**src/rtl/d_mem_arbiter_if.sv**
```systemverilog
// Bundle of the two requester ports and the D_MEM-facing bus of d_mem_arbiter.
// Latency: none, wires only.
// Backpressure: none here; requesters hold req until they see their gnt pulse.
// Ports: req/we/addr/wdata/gnt/rvalid per requester, shared rdata, and
//        mem_address/mem_write_data/mem_memwrite/mem_memread/mem_read_data.
// slave  = arbiter side; master = requesters plus the memory they share.
interface d_mem_arbiter_if #(
    parameter int ADDR_W = 32,
    parameter int DATA_W = 32
);
    logic              req0;
    logic              we0;
    logic [ADDR_W-1:0] addr0;
    logic [DATA_W-1:0] wdata0;
    logic              gnt0;
    logic              rvalid0;

    logic              req1;
    logic              we1;
    logic [ADDR_W-1:0] addr1;
    logic [DATA_W-1:0] wdata1;
    logic              gnt1;
    logic              rvalid1;

    logic [DATA_W-1:0] rdata;

    logic [ADDR_W-1:0] mem_address;
    logic [DATA_W-1:0] mem_write_data;
    logic              mem_memwrite;
    logic              mem_memread;
    logic [DATA_W-1:0] mem_read_data;

    modport slave (
        input  req0, we0, addr0, wdata0,
        input  req1, we1, addr1, wdata1,
        input  mem_read_data,
        output gnt0, rvalid0, gnt1, rvalid1, rdata,
        output mem_address, mem_write_data, mem_memwrite, mem_memread
    );

    modport master (
        output req0, we0, addr0, wdata0,
        output req1, we1, addr1, wdata1,
        output mem_read_data,
        input  gnt0, rvalid0, gnt1, rvalid1, rdata,
        input  mem_address, mem_write_data, mem_memwrite, mem_memread
    );
endinterface

```
**src/rtl/d_mem_arbiter.sv**
```systemverilog
// Round-robin two-port arbiter/sequencer in front of single-ported D_MEM, one transaction in flight.
// Latency: gnt 1 cycle after the sampling edge, rvalid READ_LAT+2 cycles after it; write lands with gnt.
// Backpressure: requests are only sampled in IDLE; losers and late arrivals simply keep req held.
// Ports: clk, reset (async, active low), bus (d_mem_arbiter_if.slave) carrying
//        both requester ports, shared rdata and the D_MEM address/data/strobe bus.
module d_mem_arbiter #(
    parameter int ADDR_W   = 32,
    parameter int DATA_W   = 32,
    parameter int READ_LAT = 1
) (
    input  logic           clk,
    input  logic           reset,
    d_mem_arbiter_if.slave bus
);

    typedef enum logic [1:0] {
        IDLE  = 2'd0,
        ISSUE = 2'd1,
        WAIT  = 2'd2,
        RESP  = 2'd3
    } state_t;

    state_t            state;
    state_t            state_nxt;

    logic              lat_we;
    logic              lat_port;
    logic [ADDR_W-1:0] lat_addr;
    logic [DATA_W-1:0] lat_wdata;
    logic [DATA_W-1:0] rdata_q;
    logic [2:0]        wait_cnt;

    // Port granted most recently. Resets to 1 so the first contest goes to port 0.
    logic              last_port;

    logic              any_req;
    logic              pick;

    // Winner selection, only consumed in IDLE.
    always_comb begin
        any_req = bus.req0 | bus.req1;
        pick    = 1'b0;
        if (bus.req0 && bus.req1) begin
            pick = ~last_port;
        end else begin
            pick = bus.req1;
        end
    end

    always_ff @(posedge clk or negedge reset) begin
        if (!reset) begin
            state <= IDLE;
        end else begin
            state <= state_nxt;
        end
    end

    always_ff @(posedge clk or negedge reset) begin
        if (!reset) begin
            lat_we    <= 1'b0;
            lat_port  <= 1'b0;
            lat_addr  <= '0;
            lat_wdata <= '0;
            last_port <= 1'b1;
            wait_cnt  <= 3'd0;
            rdata_q   <= '0;
        end else begin
            case (state)
                IDLE: begin
                    if (any_req) begin
                        lat_we    <= pick ? bus.we1    : bus.we0;
                        lat_addr  <= pick ? bus.addr1  : bus.addr0;
                        lat_wdata <= pick ? bus.wdata1 : bus.wdata0;
                        lat_port  <= pick;
                        // The grant is unconditional once latched, so the
                        // pointer can move here rather than in ISSUE.
                        last_port <= pick;
                    end
                end
                ISSUE: begin
                    if (!lat_we) begin
                        wait_cnt <= 3'(READ_LAT);
                    end
                end
                WAIT: begin
                    wait_cnt <= wait_cnt - 3'd1;
                    if (wait_cnt == 3'd1) begin
                        rdata_q <= bus.mem_read_data;
                    end
                end
                default: begin
                end
            endcase
        end
    end

    // Next state and outputs. Strobes, grants and valids are pure decodes of
    // the state plus latched owner, so an async reset clears them at once.
    always_comb begin
        state_nxt          = state;
        bus.gnt0           = 1'b0;
        bus.gnt1           = 1'b0;
        bus.rvalid0        = 1'b0;
        bus.rvalid1        = 1'b0;
        bus.mem_memwrite   = 1'b0;
        bus.mem_memread    = 1'b0;
        bus.rdata          = rdata_q;
        bus.mem_address    = lat_addr;
        bus.mem_write_data = lat_wdata;

        case (state)
            IDLE: begin
                if (any_req) begin
                    state_nxt = ISSUE;
                end
            end
            ISSUE: begin
                bus.gnt0         = ~lat_port;
                bus.gnt1         = lat_port;
                bus.mem_memwrite = lat_we;
                bus.mem_memread  = ~lat_we;
                state_nxt        = lat_we ? IDLE : WAIT;
            end
            WAIT: begin
                if (wait_cnt == 3'd1) begin
                    state_nxt = RESP;
                end
            end
            RESP: begin
                bus.rvalid0 = ~lat_port;
                bus.rvalid1 = lat_port;
                state_nxt   = IDLE;
            end
            default: begin
                state_nxt = IDLE;
            end
        endcase
    end

endmodule

```
**src/flat_wrapper.sv**
```systemverilog
// flat-port wrapper written by rule: the top's interface ports become plain ports
module d_mem_arbiter_flat 
#(
    parameter int ADDR_W   = 32,
    parameter int DATA_W   = 32,
    parameter int READ_LAT = 1
)
  (clk, reset, bus_req0, bus_we0, bus_addr0, bus_wdata0, bus_req1, bus_we1, bus_addr1, bus_wdata1, bus_mem_read_data, bus_gnt0, bus_rvalid0, bus_gnt1, bus_rvalid1, bus_rdata, bus_mem_address, bus_mem_write_data, bus_mem_memwrite, bus_mem_memread);
  d_mem_arbiter_if #(.ADDR_W(ADDR_W), .DATA_W(DATA_W)) bus_i ();
  input  logic clk;
  input  logic reset;
  input wire logic [$bits(bus_i.req0)-1:0] bus_req0;
  input wire logic [$bits(bus_i.we0)-1:0] bus_we0;
  input wire logic [$bits(bus_i.addr0)-1:0] bus_addr0;
  input wire logic [$bits(bus_i.wdata0)-1:0] bus_wdata0;
  input wire logic [$bits(bus_i.req1)-1:0] bus_req1;
  input wire logic [$bits(bus_i.we1)-1:0] bus_we1;
  input wire logic [$bits(bus_i.addr1)-1:0] bus_addr1;
  input wire logic [$bits(bus_i.wdata1)-1:0] bus_wdata1;
  input wire logic [$bits(bus_i.mem_read_data)-1:0] bus_mem_read_data;
  output wire logic [$bits(bus_i.gnt0)-1:0] bus_gnt0;
  output wire logic [$bits(bus_i.rvalid0)-1:0] bus_rvalid0;
  output wire logic [$bits(bus_i.gnt1)-1:0] bus_gnt1;
  output wire logic [$bits(bus_i.rvalid1)-1:0] bus_rvalid1;
  output wire logic [$bits(bus_i.rdata)-1:0] bus_rdata;
  output wire logic [$bits(bus_i.mem_address)-1:0] bus_mem_address;
  output wire logic [$bits(bus_i.mem_write_data)-1:0] bus_mem_write_data;
  output wire logic [$bits(bus_i.mem_memwrite)-1:0] bus_mem_memwrite;
  output wire logic [$bits(bus_i.mem_memread)-1:0] bus_mem_memread;
  assign bus_i.req0 = bus_req0;
  assign bus_i.we0 = bus_we0;
  assign bus_i.addr0 = bus_addr0;
  assign bus_i.wdata0 = bus_wdata0;
  assign bus_i.req1 = bus_req1;
  assign bus_i.we1 = bus_we1;
  assign bus_i.addr1 = bus_addr1;
  assign bus_i.wdata1 = bus_wdata1;
  assign bus_i.mem_read_data = bus_mem_read_data;
  assign bus_gnt0 = bus_i.gnt0;
  assign bus_rvalid0 = bus_i.rvalid0;
  assign bus_gnt1 = bus_i.gnt1;
  assign bus_rvalid1 = bus_i.rvalid1;
  assign bus_rdata = bus_i.rdata;
  assign bus_mem_address = bus_i.mem_address;
  assign bus_mem_write_data = bus_i.mem_write_data;
  assign bus_mem_memwrite = bus_i.mem_memwrite;
  assign bus_mem_memread = bus_i.mem_memread;
  d_mem_arbiter #(.ADDR_W(ADDR_W), .DATA_W(DATA_W), .READ_LAT(READ_LAT)) u_core (.clk(clk), .reset(reset), .bus(bus_i));
endmodule
```
**config.mk**
```make
export PLATFORM = sky130hd
export DESIGN_NAME = d_mem_arbiter_flat
export DESIGN_NICKNAME = d
export VERILOG_FILES = /design/src/rtl/d_mem_arbiter_if.sv /design/src/rtl/d_mem_arbiter.sv /design/src/flat_wrapper.sv
export SDC_FILE = /design/constraint.sdc
export NUM_CORES = 1
export LEC_CHECK = 0
export BUFFER_PORTS_ARGS = -buffer_cell sky130_fd_sc_hd__clkbuf_2
export CAP_MARGIN = 20
export CORE_AREA = 2 2 103 105
export CTS_BUF_LIST = sky130_fd_sc_hd__clkbuf_8
export DETAILED_ROUTE_END_ITERATION = 12
export DIE_AREA = 0 0 105 107
export PLACE_DENSITY = 0.89
export SYNTH_ARGS = -nofsm -noshare
export SYNTH_HDL_FRONTEND = slang
export SYNTH_SLANG_ARGS = --single-unit
```
**constraint.sdc**
```tcl
create_clock -name clk -period 3.8 [get_ports clk]
set_clock_uncertainty 0.15 [all_clocks]
set_input_delay 0.57 -clock clk [delete_from_list [all_inputs] [get_ports clk]]
set_output_delay 0.57 -clock clk [all_outputs]
set_load 0.01 [all_outputs]
```
== Yosys cells after proc, flatten, opt, wreduce, memory -nomap -nowiden ==
Cells that the tools add are included.

* Logic and storage cells: 43
* Output and inout port bits: 102
* Input port bits: 166
* Register bits: 104

* Reduce and logical (&&, ||, !) cells: 7
* Equality and inequality tests: 7
* Multiplexer cells: 16
* Bitwise logic cells: 4
* Add/sub/neg operators: 1

{| class="wikitable"
|+ Operators with widths
! operator !! count
|-
| 32-bit 2-to-1 mux || 2
|-
| 1-bit 2-to-1 mux || 8
|-
| 2-bit case mux with 4 select lines || 1
|-
| 2-bit AND reduction || 4
|-
| 2-bit 2-to-1 mux || 3
|-
| 3-bit case mux with 2 select lines || 1
|-
| 2-bit equality test (second input constant) || 2
|-
| 2-bit by 1-bit != test with 1-bit output (second input constant) || 2
|-
| 3-bit by 1-bit equality test with 1-bit output (second input constant) || 1
|-
| 3-bit 2-to-1 mux || 1
|-
| 1-bit inverter || 3
|-
| 3-bit by 1-bit subtractor with 3-bit output (second input constant) || 1
|-
| 2-bit by 1-bit equality test with 1-bit output (second input constant) || 1
|-
| 2-bit zero test || 1
|-
| 2-bit != test (second input constant) || 1
|-
| 2-bit nonzero test || 1
|-
| 1-bit logical AND || 1
|-
| 1-bit bitwise OR || 1
|}

== Depth between registers and ports, before layout ==
Gate-level depths: netlist of run 1.

* Depth in word-level cells: 3
* Gate-level depth with buffers: 7
* Gate-level depth less buffers: 5

== Least setup slack after synthesis of run 1 ==
OpenSTA, ideal clock, no wires.

* Path type: input port to flip-flop
* Start point: input bus_req1
* End point: register u_core.lat_wdata[14], in the netlist u_core.bus.mem_write_data[14]
* Slack: 1.812 ns
* Arrival time: 1.714 ns
* Setup time: 0.125 ns
* Stages: 4
* Cells stage by stage: a21bo_2 -> clkbuf_1 -> mux2_2 -> mux2_2

* Longest elaborated chain between the ends: 3
* Elaborated cells between the ends (all ways): 5
* Classes of those cells: mux (2); bitwise (1); reduce/logical (2)

{| class="wikitable"
|+ RTL lines
! what !! RTL line !! source
|-
| start: declaration || flat_wrapper.sv:16 || <nowiki>input wire logic [$bits(bus_i.req1)-1:0] bus_req1;</nowiki>
|-
| 1-bit logical AND || d_mem_arbiter.sv:43 || <nowiki>if (bus.req0 && bus.req1) begin</nowiki>
|-
| 1-bit 2-to-1 mux || d_mem_arbiter.sv:43 ||
|-
| 32-bit 2-to-1 mux || d_mem_arbiter.sv:73 || <nowiki>lat_wdata <= pick ? bus.wdata1 : bus.wdata0;</nowiki>
|-
| end signal: assignment || d_mem_arbiter.sv:73 ||
|-
| end: declaration || d_mem_arbiter.sv:29 || <nowiki>logic [DATA_W-1:0] lat_wdata;</nowiki>
|}

Several ways; a longest one is shown, not always the timed one.
A chain may end at the register's enable or synchronous reset.

== Worst setup path in the final report of run 1 ==
* Start point: register u_core.state[0]
* End point: register u_core.lat_wdata[3], in the netlist u_core.bus.mem_write_data[3]

* Longest elaborated chain between the ends: 2

{| class="wikitable"
|+ RTL lines
! what !! RTL line !! source
|-
| start: declaration || d_mem_arbiter.sv:23 || <nowiki>state_t state;</nowiki>
|-
| start signal: assignment || d_mem_arbiter.sv:54 || <nowiki>state <= state_nxt;</nowiki>
|-
| 2-bit zero test || d_mem_arbiter.sv:68 || <nowiki>case (state)</nowiki>
|-
| 2-bit AND reduction (no source line) || n/a ||
|}

Every way passes these cells.

==> results of run 1 <==
-- worst paths after layout --
path / startpoint / to
max in group asynchronous: reset / u_core.bus.mem_write_data[9]
min in group clk: bus_mem_read_data[0] / u_core.bus.rdata[0]
setup / recovery: u_core.state[0] / u_core.bus.mem_write_data[3]
hold reg to reg: u_core.bus.mem_address[9] / u_core.bus.mem_address[9]
hold / removal: reset / u_core.bus.rdata[2]
setup reg to reg: u_core.state[0] / u_core.bus.mem_write_data[3]
-- cell families after synthesis --
| family | after synthesis |
|---|---|
| and+or+nand+nor | 15 |
| buffers and inverters | 24 |
| DFF | 104 |
| muxes | 162 |
| AOI/OAI and AO/OA | 12 |
| adders and majority gates | 2 |
| xor gates and xnor gates | 1 |
-- state kept, by name, indices dropped and copies added (netlist names), named ones only --
name,flops
u_core.bus.mem_address,32
u_core.bus.mem_write_data,32
u_core.bus.rdata,32
u_core.wait_cnt,3
u_core.last_port,1
u_core.lat_port,1
u_core.lat_we,1
u_core.state,1
-- power by group --
group | internal (W) | switching (W) | total [W]
Clock | 0.000359 | 0.000363 | 0.000722
Sequential | 0.00168 | 0.000349 | 0.00203
Combinational | 0.00122 | 0.00104 | 0.00226
-- cell usage in the layout, fill, tap and decap left out --
cell type   count
clkbuf_8       12
clkinv_2        1
o21ai_0         3
nand2b_1        1
inv_1           5
a221oi_1        1
a21oi_1         3
buf_12          1
ha_1            2
clkinv_4        1
nor4bb_4        1
dfstp_2         1
mux2_4         40
nor3_1          1
bufinv_16       1
buf_4           5
clkbuf_2      266
xnor2_1         1
mux2i_1         2
clkinvlp_4      1
a31o_2          1
nor2_1          8
or2_2           1
nor2b_1         1
nand2_1         2
dfrtp_1       103
mux2_2        120
a31oi_1         1
a21o_1          1
o21ai_4         1
a21bo_4         1
-- cell usage after synthesis --
cell,n,share of area (%)
mux2_2,120,28
dfrtp_1,103,52
mux2_4,40,12
buf_2,9,0.92
nor2_1,8,0.61
buf_6,5,1.1
inv_1,5,0.38
buf_4,4,0.61
a21oi_1,3,0.31
o21ai_0,3,0.31
ha_1,2,0.51
mux2i_1,2,0.41
nand2_1,2,0.15
a21bo_2,1,0.20
a21o_1,1,0.15
a221oi_1,1,0.18
a31o_2,1,0.18
a31oi_1,1,0.13
clkbuf_1,1,0.076
dfstp_2,1,0.54
nand2b_1,1,0.13
nor2b_1,1,0.13
nor3_1,1,0.10
nor4bb_1,1,0.20
o21ai_1,1,0.10
or2_2,1,0.13
xnor2_1,1,0.18
-- through the flow --
stage	setup WS, ns	util (%)	power, W	cell area (um^2)
2_1_floorplan	1.81	-	0.00341	4910
3_3_place_gp	1.62	63.1	0.00420	6370
3_5_place_dp	1.56	63.1	0.00434	6370
4_1_cts	1.59	65.2	0.00507	6580
5_1_grt	1.48	65.2	0.00531	6580
6_report	1.57	65.2	0.00502	6580
-- per-layer routing --
layer,part of all wire [%],routed length (um),global-route usage [%]
met3,5.6,663,3.65
met2,56,6670,40.0
met5,0,0,0
met1,37,4350,22.9
met4,1.7,205,7.52
-- area by class of cell --
cell class	count	area share (%)
repair buffers	272	21.1
clock inverters	4	0.779
flip-flops and latches	104	39.5
clock buffers	12	2.51
inverters	5	0.285
well taps	136	2.58
multi-input cells	192	33.2
==> out/results.tsv, run 1 <==
metric	value	unit
cts_sinks	104	
crit_type	reg -> reg	
regArea	2600	um^2
cts-buffers-inserted	9	
path_max_fanout	67	
rsz0062_at_grt	no	
ant_nets	0	
reg2regPathDepth	4	
grt_first_pass_wirelength	18600	um
tightest_slew	0.961	ns
synthesis.nets	488	
rows	37	
h-tree-depth	3	
ir_drop	0.372	mV
worst_ep_arrival_time	2.31	ns
critPathBufInv	1	
netlist_area	4910	um^2
clk_pin_slew	0.10	ns
hold_ws	0.223	ns
cts_buffer_depth	2	
clkLatencyLatePin	0.34	ns
grt_overflow_total	0	
cp-end-kind	flop	
ios	268	
syn_inst	320	
critPathRequiredTime	3.88	ns
status	completed	
dp_cells	709	
diodes	0	
crit_chain	nor2_1 > o21ai_4 > buf_4 > mux2_2	
antenna_found_initial	0	
dr.pass1.iters	4	
setup_viol	0	
yosysSeqAreaShare	53.0	%
drive_above_1_share	77.1	%
slowest_delay	0.66	ns
final_cells	725	
io_buffers	267	
drc	0	
nets	752	
gp_congestion	0.778	
fmax	0.448	GHz
fin_crit	2.23	ns
ctsResizeCount	0	
synth_xor_area_share	0.178	%
cts_root_buf	clkbuf_8	
place_hpwl	9310	um
critPathLaunchType	flop	
drv_cap	0	
grt_max_degree	79	
synth_top_family_by_area	multiplexers	
cts_hold_buf	0	
p_leak	3.42	nW
period_share	58.7	%
yosysWarnings	0	
coreArea	10100	um^2
detail_route.wl_per_cell	16.4	um
syn_area_per_cell	15.3	um^2
reg2reg_slack	1.57	ns
cts_setup_buffers	0	
synth-simple-area-share	1.45	%
dieHeight	107	um
fillers	776	
path_delay_family	buffers and inverters	
powerDensity	762	nW/um^2
synth_compound_area_share	1.55	%
totalWireLength	11900	um
routed_via_density	4.91	
synthMuxAreaShare	40.2	%
die-area	11200	um^2
max_slew_margin	35.9	%
crit_cells	4	
vias	3559	
die_w	105	um
maxSlewViolCount	0	
netlist-cell-type-count	27	
cts_tree	yes	
synthAdderAreaFrac	0.510	%
finalHoldViolations	0	
worstHoldPathType	in -> async	
grt_usage	20.8	%
cp_slowest_cell	buf_4	
synth-seq-cells	104	
multi_input_area	2190	um^2
first_iter_violations	141	
area_growth	34.1	%
grt_pass1_vias	3927	
setup_tns	0	ns
initial_core_util	48.7	%
Power figures use the tool's default switching activity.
==> run 2, diff against run 1 <==
- CORE_AREA: 2 2 103 105 -> not set
- CORE_MARGIN: not set -> 1
- CORE_UTILIZATION: not set -> 46
- DIE_AREA: 0 0 105 107 -> not set
- PLACE_DENSITY: 0.89 -> 0.85
- clock period: 3.8 -> 2.1 ns (I/O delays scaled with it)
==> out/results.tsv, run 2 (synthesis results as in run 1) <==
metric	value	unit	change
nets	758		+0.80%
path_max_fanout	10		-85%
finalHoldViolations	0		unchanged
initial_core_util	47.6	%	-1.1 points
status	completed		
max_slew_margin	67.0	%	+31 points
first_iter_violations	110		-22%
r2r_start	u_core.last_port		
coreArea	10300	um^2	+2.3%
period_share	90.8	%	
cts_buffer_depth	2		unchanged
cts_tree	yes		
fmax	0.525	GHz	
grt_pass1_vias	3898		-0.74%
grt_overflow_total	0		unchanged
die_w	105	um	+0.31%
cts_setup_buffers	0		unchanged
worstHoldPathType	in -> reg		
diodes	0		unchanged
setup_viol	0		unchanged
dieHeight	105	um	-1.6%
antenna_found_initial	0		unchanged
fin_ws	0.194	ns	-1.37 ns
drive_above_1_share	76.8	%	-0.27 points
place_ws	0.229	ns	-1.33 ns
cts_root_buf	clkbuf_8		
vias	3611		+1.5%
clkLatencyLatePin	0.37	ns	+0.03 ns
setup_tns	0	ns	unchanged
routed_via_density	4.94		+0.63%
cp-end-kind	output pin		
ir_drop	0.667	mV	+80%
critPathLaunchType	flop		
reg2reg_slack	0.21	ns	-1.36 ns
grt_max_degree	39		-51%
p_leak	3.47	nW	+1.4%
clk_pin_slew	0.11	ns	about the same
fillers	794		+2.3%
crit_chain	nand2b_1 > nor2_1 > clkbuf_2		
ios	268		unchanged
crit_type	reg -> out		
drc	0		unchanged
dr.pass1.iters	4		unchanged
drv_cap	0		unchanged
worstSetupEndpoint	bus_mem_memread		
tightest_slew	0.493	ns	-0.468 ns
gp_congestion	0.804		+3.3%
powerDensity	1360	nW/um^2	+79%
area_growth	36.4	%	
rr_endpoint	u_core.bus.mem_address[31]		
final_common_cell	clkbuf_2		
worst_ep_arrival_time	1.44	ns	-0.87 ns
path_delay_family	flip-flops		
place_hpwl	8970	um	-3.7%
cts-buffers-inserted	9		unchanged
reg2regPathDepth	4		unchanged
slowest_delay	0.50	ns	-0.16 ns
rsz0062_at_grt	no		
final_cell_mix	clkbuf_2 (266), mux2_2 (120), dfrtp_1 (103), mux2_4 (40), clkbuf_8 (9)		
cp_slowest_cell	dfrtp_1		
fin_crit	1.91	ns	
grt_usage	21.4	%	+0.59 points
critPathBufInv	1		unchanged
rows	37		unchanged
grt_first_pass_wirelength	18600	um	-0.33%
io_buffers	267		unchanged
detail_route.wl_per_cell	15.8	um	-3.4%
ant_nets	0		unchanged
h-tree-depth	3		unchanged
cts_sinks	104		unchanged
crit_cells	3		-1
totalWireLength	11600	um	-2.6%
critPathRequiredTime	1.63	ns	-2.25 ns
maxSlewViolCount	0		unchanged
die-area	11100	um^2	-1.3%
run 2: changes by cell type in the layout (fill, tap and decap cells not counted), sizes merged:
cell,before,now
buf,6,9
clkbuf,278,275
dlygate4sd3,0,3
inv,5,8
run 2: metrics by stage:
stage                     total power (W)  cells  hold slack (ns)  util (%)  cell area (um^2)
after global routing              0.00967    731          0.00354      64.9              6700
after global placement            0.00770    712            0.146      62.6              6460
after detailed placement          0.00793    712            0.155      62.6              6460
after CTS                         0.00923    731          0.00252      64.9              6700
final                             0.00913    731           0.0157      64.9              6700
after floorplan                   0.00617    320           -0.131         -              4910
run 2: worst min-delay path by stage:
stage,start,end,slack [ns],cells past startpoint
4_1_cts,bus_mem_read_data[13],u_core.bus.rdata[13],0.003,2
5_1_grt,bus_mem_read_data[14],u_core.bus.rdata[14],0.004,2
6_report,bus_mem_read_data[28],u_core.bus.rdata[28],0.02,2
2_1_floorplan,reset,asynchronous set/reset pin,-0.13,0
3_3_place_gp,reset,u_core.bus.rdata[18],0.15,1
3_5_place_dp,reset,u_core.bus.rdata[22],0.15,1
run 2: where the power goes:
| part | total (W) | switching [W] | internal [W] |
|---|---|---|---|
| Sequential | 0.00365 | 0.000609 | 0.00304 |
| Clock | 0.00129 | 0.000722 | 0.000564 |
| Combinational | 0.00420 | 0.00189 | 0.00231 |
| Total | 0.00913 | 0.00322 | 0.00591 |
run 2: cell type report:
cell class              instances  area, um^2  area share [%]
well taps                     136         170            2.54
multi-input cells             192        2190            32.6
repair buffers                278        1520            22.6
inverters                       5        18.8           0.280
clock buffers                   9         124            1.85
flip-flops and latches        104        2600            38.9
clock inverters                 7        77.6            1.16
run 2: repair_timing:
action,4_1_cts,5_1_grt
hold buffers,3,0
endpoints found under the hold margin,32,0
gates resized for setup,0,0
run 2: layer usage:
metal / GRT usage [%] / vias up / wire [um] / part of all wire (%)
li1: - / 1670 / - / -
met1: 23.0 / 1758 / 4280 / 37
met2: 40.6 / 159 / 6380 / 55
met3: 3.53 / 24 / 627 / 5.4
met4: 10.1 / 0 / 285 / 2.5
met5: 0 / - / 0 / 0
==> run 3, diff against run 2 <==
- CORE_AREA: not set -> 2 2 103 105
- CORE_MARGIN: 1 -> not set
- CORE_UTILIZATION: 46 -> not set
- DIE_AREA: not set -> 0 0 105 107
- PLACE_DENSITY: 0.85 -> 0.94
- clock period: 2.1 -> 2.43 ns (I/O delays scaled with it)
==> out/results.tsv, run 3 (synthesis results as in run 1) <==
metric	value	unit	change
die_w	105	um	-0.31%
initial_core_util	48.7	%	+1.1 points
ios	268		unchanged
drc	0		unchanged
finalHoldViolations	0		unchanged
reg2reg_slack	0.44	ns	+0.23 ns
fillers	763		-3.9%
coreArea	10100	um^2	-2.2%
worst_ep_arrival_time	2.10	ns	+0.66 ns
cp_slowest_cell	dfstp_2		
maxSlewViolCount	0		unchanged
path_max_fanout	28		+18
grt_usage	20.8	%	-0.58 points
critPathRequiredTime	2.54	ns	+0.91 ns
reg2regPathDepth	4		unchanged
first_iter_violations	132		+20%
area_growth	35.2	%	
routed_via_density	5.01		+1.4%
hold_depth	2		unchanged
grt_pass1_vias	3893		-0.13%
clk_pin_slew	0.11	ns	about the same
setup_viol	0		unchanged
rsz0062_at_grt	no		
setup_tns	0	ns	unchanged
final_util	65.8	%	+0.94 points
hold_ws	0.0621	ns	+0.0464 ns
cts_tree	yes		
ir_drop	0.637	mV	-4.5%
period_share	81.9	%	
powerDensity	1180	nW/um^2	-13%
vias	3646		+0.97%
cts-buffers-inserted	9		unchanged
fin_crit	1.99	ns	
worstHoldPathType	in -> reg		
clkLatencyLatePin	0.36	ns	about the same
hold-path-endpoint	u_core.bus.rdata[19]		
place_hpwl	9330	um	+4.1%
crit_chain	a21bo_4 > buf_12 > mux2_2 > mux2_2		
max_slew_margin	62.2	%	-4.8 points
gp_congestion	0.814		+1.3%
dieHeight	107	um	+1.6%
worstHoldStart	bus_mem_read_data[19]		
ant_nets	0		unchanged
r2r_start	u_core.last_port		
path_delay_family	multiplexers		
totalWireLength	11900	um	+2.9%
cts_setup_buffers	0		unchanged
crit_top_cell	mux2_2		
cts_buffer_depth	2		unchanged
fmax	0.502	GHz	
io_buffers	267		unchanged
critPathBufInv	1		unchanged
final_cell_mix	clkbuf_2 (266), mux2_2 (120), dfrtp_1 (103), mux2_4 (40), clkbuf_8 (9)		
cts_hold_buf	1		-2
crit_type	reg -> reg		
grt_first_pass_wirelength	18500	um	-0.41%
die-area	11200	um^2	+1.3%
cts_sinks	104		unchanged
tightest_slew	0.564	ns	+0.0711 ns
drv_cap	0		unchanged
antenna_found_initial	0		unchanged
detail_route.wl_per_cell	16.3	um	+3.3%
h-tree-depth	3		unchanged
drive_above_1_share	77.0	%	+0.22 points
p_leak	3.44	nW	-0.71%
slowest_delay	0.56	ns	+0.06 ns
final_common_cell	clkbuf_2		
critPathLaunchType	flop		
diodes	0		unchanged
rows	37		unchanged
ctsResizeCount	0		unchanged
rr_endpoint	u_core.bus.mem_write_data[25]		
status	completed		
cp-end-kind	flop		
dr.pass1.iters	5		+1
grt_max_degree	55		+41%
grt_overflow_total	0		unchanged
nets	756		-0.26%
cts_root_buf	clkbuf_8		
power	0.00785	W	-14%
## run 3: cell count changes in the layout (fill, tap and decap cells not counted), sizes merged
cell,change
dlygate4sd3,-2
inv,-1
clkinvlp,+1
clkinv,-1
## run 3: metal layers
| metal | GRT usage, % | share of wire [%] |
|---|---|---|
| met4 | 10.0 | 2.9 |
| met3 | 3.28 | 5.3 |
| met2 | 39.5 | 55 |
| met5 | 0 | 0 |
| met1 | 22.6 | 37 |
## run 3: area by class of cell
type,instances,area (um^2),area share [%]
Sequential cell,104,2600,39.2
Multi-Input combinational cell,192,2190,32.9
Timing Repair Buffer,276,1470,22.2
Tap cell,136,170,2.56
Clock buffer,9,124,1.87
Clock inverter,6,67.6,1.02
Inverter,5,18.8,0.283
## run 3: worst max-delay path by stage
stage | cells after the start | endpoint | startpoint
floorplan | 4 | u_core.bus.mem_write_data[14] | u_core.last_port
global placement | 5 | u_core.bus.mem_write_data[25] | bus_req1
detailed placement | 5 | u_core.bus.mem_write_data[27] | bus_req1
CTS | 4 | u_core.bus.mem_write_data[25] | u_core.last_port
global route | 4 | u_core.bus.mem_write_data[25] | u_core.last_port
finish | 4 | u_core.bus.mem_write_data[25] | u_core.last_port
## run 3: worst reg2reg max path, delay by kind of cell, from the launching register on
kind	cells	cell delay [ns]
DFF	1	0.56
AOI/OAI and AO/OA	1	0.27
buffers and inverters	1	0.26
muxes	2	0.66
## run 3: power by group
| group | total (W) | switching [W] | internal (W) | leakage [nW] |
|---|---|---|---|---|
| combinational | 0.00361 | 0.00164 | 0.00198 | 2.13 |
| clock | 0.00108 | 0.000607 | 0.000476 | 0.0921 |
| sequential | 0.00315 | 0.000522 | 0.00263 | 1.23 |
## run 3: per-stage QoR
stage / setup slack (ns) / instance area, um^2 / std cells
floorplan: 0.548 / 4910 / 320
global placement: 0.478 / 6440 / 712
detailed placement: 0.447 / 6440 / 712
CTS: 0.455 / 6640 / 728
global route: 0.382 / 6640 / 728
finish: 0.440 / 6640 / 728
